===== config.mk =====
export PLATFORM = sky130hd
export DESIGN_NAME = hazard_stall_ctrl
export DESIGN_NICKNAME = d
export VERILOG_FILES = /design/src/rtl/hazard_pkg.sv /design/src/rtl/hazard_stall_ctrl_pipe.sv /design/src/rtl/hazard_stall_ctrl.sv
export SDC_FILE = /design/constraint.sdc
export NUM_CORES = 1
export LEC_CHECK = 0
export CORE_ASPECT_RATIO = 2
export CORE_UTILIZATION = 43
export CTS_CLUSTER_DIAMETER = 80
export DETAILED_ROUTE_END_ITERATION = 16
export PLACE_DENSITY = 0.75
export SETUP_SLACK_MARGIN = 0.3
export SKIP_CTS_REPAIR_TIMING = 1
export SYNTH_ARGS = -nofsm -noshare
export SYNTH_HDL_FRONTEND = slang
export SYNTH_SLANG_ARGS = --single-unit

===== constraint.sdc =====
create_clock -name clk -period 2.2 [get_ports clk]
set_input_delay 0.55 -clock clk [delete_from_list [all_inputs] [get_ports clk]]
set_output_delay 0.55 -clock clk [all_outputs]
set_load 0.02 [all_outputs]

===== src/rtl/hazard_pkg.sv =====
// Shared types for the decode-stage hazard scheduler.
// FSM encodings and register-select geometry.
package hazard_pkg;

  localparam int REG_SEL_W = 3;
  localparam int NUM_REGS  = 8;

  typedef enum logic [1:0] {
    RUN    = 2'b00,
    DRAIN  = 2'b01,
    HALTED = 2'b10
  } state_t;

  typedef struct packed {
    logic                 v;
    logic [REG_SEL_W-1:0] sel;
  } entry_t;

endpackage


===== src/rtl/hazard_stall_ctrl_pipe.sv =====
// In-flight destination tracker for the EX..MEM stages.
// Produces a per-register busy mask and an all-empty flag.
module inflight_pipe
  import hazard_pkg::*;
#(
  parameter int DEPTH = 2
) (
  input  logic                 clk,
  input  logic                 rst,
  input  logic                 load_v,
  input  logic [REG_SEL_W-1:0] load_sel,
  input  logic                 flush,
  output logic [NUM_REGS-1:0]  busy_vec,
  output logic                 empty
);

  entry_t pipe_q [DEPTH];

  always_ff @(posedge clk) begin
    if (rst) begin
      for (int i = 0; i < DEPTH; i++) begin
        pipe_q[i] <= '0;
      end
    end else begin
      pipe_q[0] <= '{v: load_v, sel: load_sel};
      // a flushed EX occupant never reaches MEM
      for (int i = 1; i < DEPTH; i++) begin
        pipe_q[i] <= (i == 1 && flush) ? '0 : pipe_q[i-1];
      end
    end
  end

  always_comb begin
    busy_vec = '0;
    empty    = 1'b1;
    for (int i = 0; i < DEPTH; i++) begin
      if (pipe_q[i].v) begin
        busy_vec[pipe_q[i].sel] = 1'b1;
        empty                   = 1'b0;
      end
    end
  end

endmodule


===== src/rtl/hazard_stall_ctrl.sv =====
// Decode-stage issue/stall scheduler with flush squash
// and halt drain sequencing.
module hazard_stall_ctrl
  import hazard_pkg::*;
#(
  parameter int DEPTH = 2,
  parameter int CNT_W = 16
) (
  input  logic                 clk,
  input  logic                 rst,
  input  logic                 id_valid,
  input  logic [REG_SEL_W-1:0] id_rs_sel,
  input  logic                 id_rs_used,
  input  logic [REG_SEL_W-1:0] id_rt_sel,
  input  logic                 id_rt_used,
  input  logic                 id_wr_en,
  input  logic [REG_SEL_W-1:0] id_wr_sel,
  input  logic                 id_dump,
  input  logic                 flush,
  output logic                 stall,
  output logic                 issue,
  output logic [NUM_REGS-1:0]  busy_vec,
  output logic                 drained,
  output logic [CNT_W-1:0]     stall_cnt,
  output logic                 err
);

  state_t state_q, state_d;
  logic   run;
  logic   hazard;
  logic   empty;

  inflight_pipe #(.DEPTH(DEPTH)) u_pipe (
    .clk      (clk),
    .rst      (rst),
    .load_v   (issue & id_wr_en & ~id_dump),
    .load_sel (id_wr_sel),
    .flush    (flush),
    .busy_vec (busy_vec),
    .empty    (empty)
  );

  assign run    = (state_q == RUN);
  assign hazard = id_valid
                & ((id_rs_used & busy_vec[id_rs_sel])
                 | (id_rt_used & busy_vec[id_rt_sel]));
  assign stall  = hazard & ~flush & run;
  assign issue  = id_valid & ~hazard & ~flush & run;
  assign drained = (state_q == HALTED);

  always_comb begin
    state_d = state_q;
    unique case (state_q)
      RUN:    if (issue & id_dump) state_d = DRAIN;
      // a flush means the HALT was on a wrong path
      DRAIN:  if (flush) state_d = RUN;
              else if (empty) state_d = HALTED;
      HALTED: state_d = HALTED;
      default: state_d = RUN;
    endcase
  end

  always_ff @(posedge clk) begin
    if (rst) begin
      state_q   <= RUN;
      stall_cnt <= '0;
      err       <= 1'b0;
    end else begin
      state_q <= state_d;
      if (stall && stall_cnt != '1) begin
        stall_cnt <= stall_cnt + 1'b1;
      end
      if (drained && id_valid) begin
        err <= 1'b1;
      end
    end
  end

endmodule

==> impl_metrics.tcl, run 1 <==
set metrics [dict create \
    final_area_um2 3126 \
    gp_congestion 0.8499 \
    postPlaceCellArea_um2 2495 \
    antenna_found_initial 0 \
    period_needed_ns 2.625 \
    ant_nets 0 \
    fin_cells 352 \
    hold_viol 0 \
    drv_slew 0 \
    max_stage_delay_ns 0.37 \
    hpwl_um 3798 \
    port-buffer-count 44 \
    whs_endpoint "err$_SDFFE_PP0P_" \
    htreeDepth 1 \
    first_iter_violations 51 \
    utilization_pct 85.72 \
    multiInputGateArea_um2 1420 \
    clock_skew_ns 0.002619 \
    syn_to_final_growth_pct 89.24 \
    netlist_area_um2 1652 \
    clockBufferDepth 2 \
    grt_pass1_wl_um 7307 \
    hold_ws_ns 0.4913 \
    clkSinkCount 27 \
    track_usage_pct 24.30 \
    die-area_um2 4108 \
    synthArstFlopShare_pct 0 \
    rsz0062_at_grt "true" \
    crit_path_max_fanout 5 \
    cpMaxStageDelayCell "dfxtp_4" \
    drive_above_1_share_pct 44.22 \
    layout.nets 322 \
    criticalPathCategory "reg -> out" \
    arrival_ns 2.07 \
    fillers 190 \
    drc_errors 0 \
    boundaryPins 45 \
    start_util_pct 45.30 \
    p_leak_nw 1.438 \
    final.period_utilization_pct 119.3 \
    yosysWarnings 0 \
    synth.net_count 224 \
    r2r-start "u_pipe.pipe_q[0][2]$_SDFF_PP0_" \
    powerDensity_nw_per_um2 341.4 \
    r2r_end "stall_cnt[8]$_SDFFE_PP0P_" \
    routedWlPerCell_um 18.32 \
    min_from "err$_SDFFE_PP0P_" \
    setup_violations 18 \
    die_w_um 45.82 \
    num_vias 2083 \
    crit_required_ns 1.65 \
    grt_max_degree 22 \
    synth-seq-area-share_pct 32.73 \
    fin_ws_ns -0.4245 \
    die-height_um 89.65 \
    layout_common_cells "42 x buf_4, 20 x buf_6, 19 x nor2_1, 19 x clkdlybuf4s50_1, 18 x dfxtp_1" \
    cts_tree "built" \
    end_kind "primary output" \
    postSynthCellCount 206 \
    ys.flop_type "dfxtp_1" \
    clk_pin_slew_ns 0.09 \
    crit_top_cell "buf_6" \
    r2r_slack_ns -0.39 \
    cts-root-buf "clkbuf_8" \
    synth_edf_count 0 \
    synth-seq-cells 27 \
    coreArea_um2 3646 \
    cap_violations 0 \
    dr.pass1.iters 4 \
    violations "negative setup slack" \
    hold_class "reg -> reg" \
    fmax_ghz 0.3810 \
    worstPathCellList "and4b_1 > a41oi_2 > a311o_1 > o32ai_4 > buf_6 > o21ai_4 > inv_2 > buf_6" \
    num_rows 31 \
    whs_path_depth 2 \
    diodes 0 \
    via_per_inst 5.918 \
    grt_pass1_vias 1758 \
    cts_buffers 3 \
    ys_types 44 \
    ir_worst_vdd_mv 0.5067 \
    status "finished with violations" \
    worstMarginPinSlew_ns 0.5099 \
    drt_wl_total_um 6450 \
    syn_avg_cell_area_um2 8.017 \
    r2r_cells 10 \
    gr-total-overflow 0 \
    dp.cells 331 \
    layout_commonest_cell "buf_4" \
    slew-limit-headroom_pct 65.88 \
    worstSkewPairLatency_ns 0.28 \
    register_area_um2 564.3 \
    critPathLaunchType "flop" \
]
==> where the power goes <==
part	internal, mW	total, mW	leakage (nW)	switching (mW)
Combinational	0.150	0.281	1.19	0.130
Clock	0.130	0.285	0.0228	0.155
Sequential	0.492	0.501	0.224	0.00915
Total	0.773	1.07	1.44	0.294
==> stage by stage <==
step / power [mW] / setup WS, ns / TNS, ns
floorplan: 0.5962 / -0.06779 / -0.06779
global placement: 0.6863 / -0.9369 / -9.356
detailed placement: 0.6891 / -0.9581 / -9.739
CTS: 0.9678 / -0.9673 / -6.105
global route: 1.105 / -0.4661 / -5.158
finish: 1.067 / -0.4245 / -4.156
==> cell type report <==
| class | instances | share of cell area (%) |
|---|---|---|
| timing repair buffer | 102 | 32.19 |
| multi-input combinational | 163 | 45.44 |
| tap | 49 | 1.962 |
| sequential | 27 | 18.05 |
| clock buffer | 4 | 1.441 |
| inverter | 7 | 0.9207 |
==> worst max path at each step <==
stage                                    from    end  cells after the start
2_1_floorplan  u_pipe.pipe_q[0][7]$_SDFF_PP0_  issue                      9
3_3_place_gp                     id_rt_sel[1]  issue                      8
3_5_place_dp                     id_rs_sel[1]  issue                      8
4_1_cts                          id_rs_sel[1]  issue                      8
5_1_grt        u_pipe.pipe_q[0][2]$_SDFF_PP0_  stall                      8
6_report       u_pipe.pipe_q[0][2]$_SDFF_PP0_  stall                      8
==> synth_stat cells (2+ instances only) <==
master / n / area (um2)
dfxtp_1: 27 / 540.5
nand2_1: 19 / 71.32
nor2_1: 19 / 71.32
nor2b_1: 13 / 81.33
a21oi_1: 10 / 50.05
nand3_1: 10 / 50.05
nor3_1: 9 / 45.04
inv_1: 7 / 26.28
mux2_1: 7 / 78.83
nand4_1: 7 / 43.79
and2_1: 6 / 37.54
buf_2: 6 / 30.03
nor4b_1: 6 / 52.55
or3_1: 5 / 31.28
and3_1: 4 / 25.02
nand2b_1: 4 / 25.02
o211ai_1: 4 / 30.03
o21ai_0: 4 / 20.02
nand4b_1: 3 / 26.28
or4_1: 3 / 22.52
a311o_1: 2 / 20.02
and4bb_2: 2 / 25.02
clkbuf_1: 2 / 7.510
mux2_2: 2 / 22.52
nand4bb_1: 2 / 22.52
nor4_1: 2 / 12.51
o31ai_1: 2 / 15.01
o32ai_1: 2 / 17.52
or2_2: 2 / 12.51
==> layer usage <==
metal / global-route usage (%) / up-vias / part of all wire [%]
met3: 2.600 / 27 / 4.9
met2: 50.78 / 92 / 55
met4: 9.893 / 0 / 5.3
met5: 0 / - / 0
met1: 21.25 / 1013 / 34
li1: - / 951 / -
==> flip-flops by register name, indices dropped and copies added (netlist names) <==
register	flops
err	1
stall_cnt	16
state_q	2
u_pipe.pipe_q	8
==> cells by family (layout without fill, tap and decap cells) <==
logic type / Yosys count / in the layout / synth area share, %
fa+ha+maj: 1 / 1 / 0.7575
flops: 27 / 27 / 32.73
simple gates: 123 / 123 / 43.11
compound gates: 29 / 29 / 12.35
mux: 10 / 10 / 6.743
buf+inv: 16 / 113 / 4.319
==> worst max-delay path: cells and delay by family, from the launching register on <==
kind / cells / cell delay [ns]
flip-flops: 1 / 0.37
AO/OA/AOI/OAI: 4 / 0.83
AND/OR/NAND/NOR: 1 / 0.26
buffers and inverters: 3 / 0.34
Note: power is estimated with default switching activity, not from simulation.
==> run 2, diff against run 1 <==
--- a/config.mk
+++ b/config.mk
@@ -12,6 +12,7 @@
 export PLACE_DENSITY = 0.75
 export SETUP_SLACK_MARGIN = 0.3
 export SKIP_CTS_REPAIR_TIMING = 1
+export SLEW_MARGIN = 25
 export SYNTH_ARGS = -nofsm -noshare
 export SYNTH_HDL_FRONTEND = slang
 export SYNTH_SLANG_ARGS = --single-unit
==> results of run 2 <==
Final layout, timing and power as in run 1 (identical DEF).
==> run 3, diff against run 2 <==
--- a/config.mk
+++ b/config.mk
@@ -9,6 +9,7 @@
 export CORE_UTILIZATION = 43
 export CTS_CLUSTER_DIAMETER = 80
 export DETAILED_ROUTE_END_ITERATION = 16
+export GPL_ROUTABILITY_DRIVEN = 0
 export PLACE_DENSITY = 0.75
 export SETUP_SLACK_MARGIN = 0.3
 export SKIP_CTS_REPAIR_TIMING = 1
==> results of run 3 <==
Final layout, timing and power as in run 1 (identical DEF).
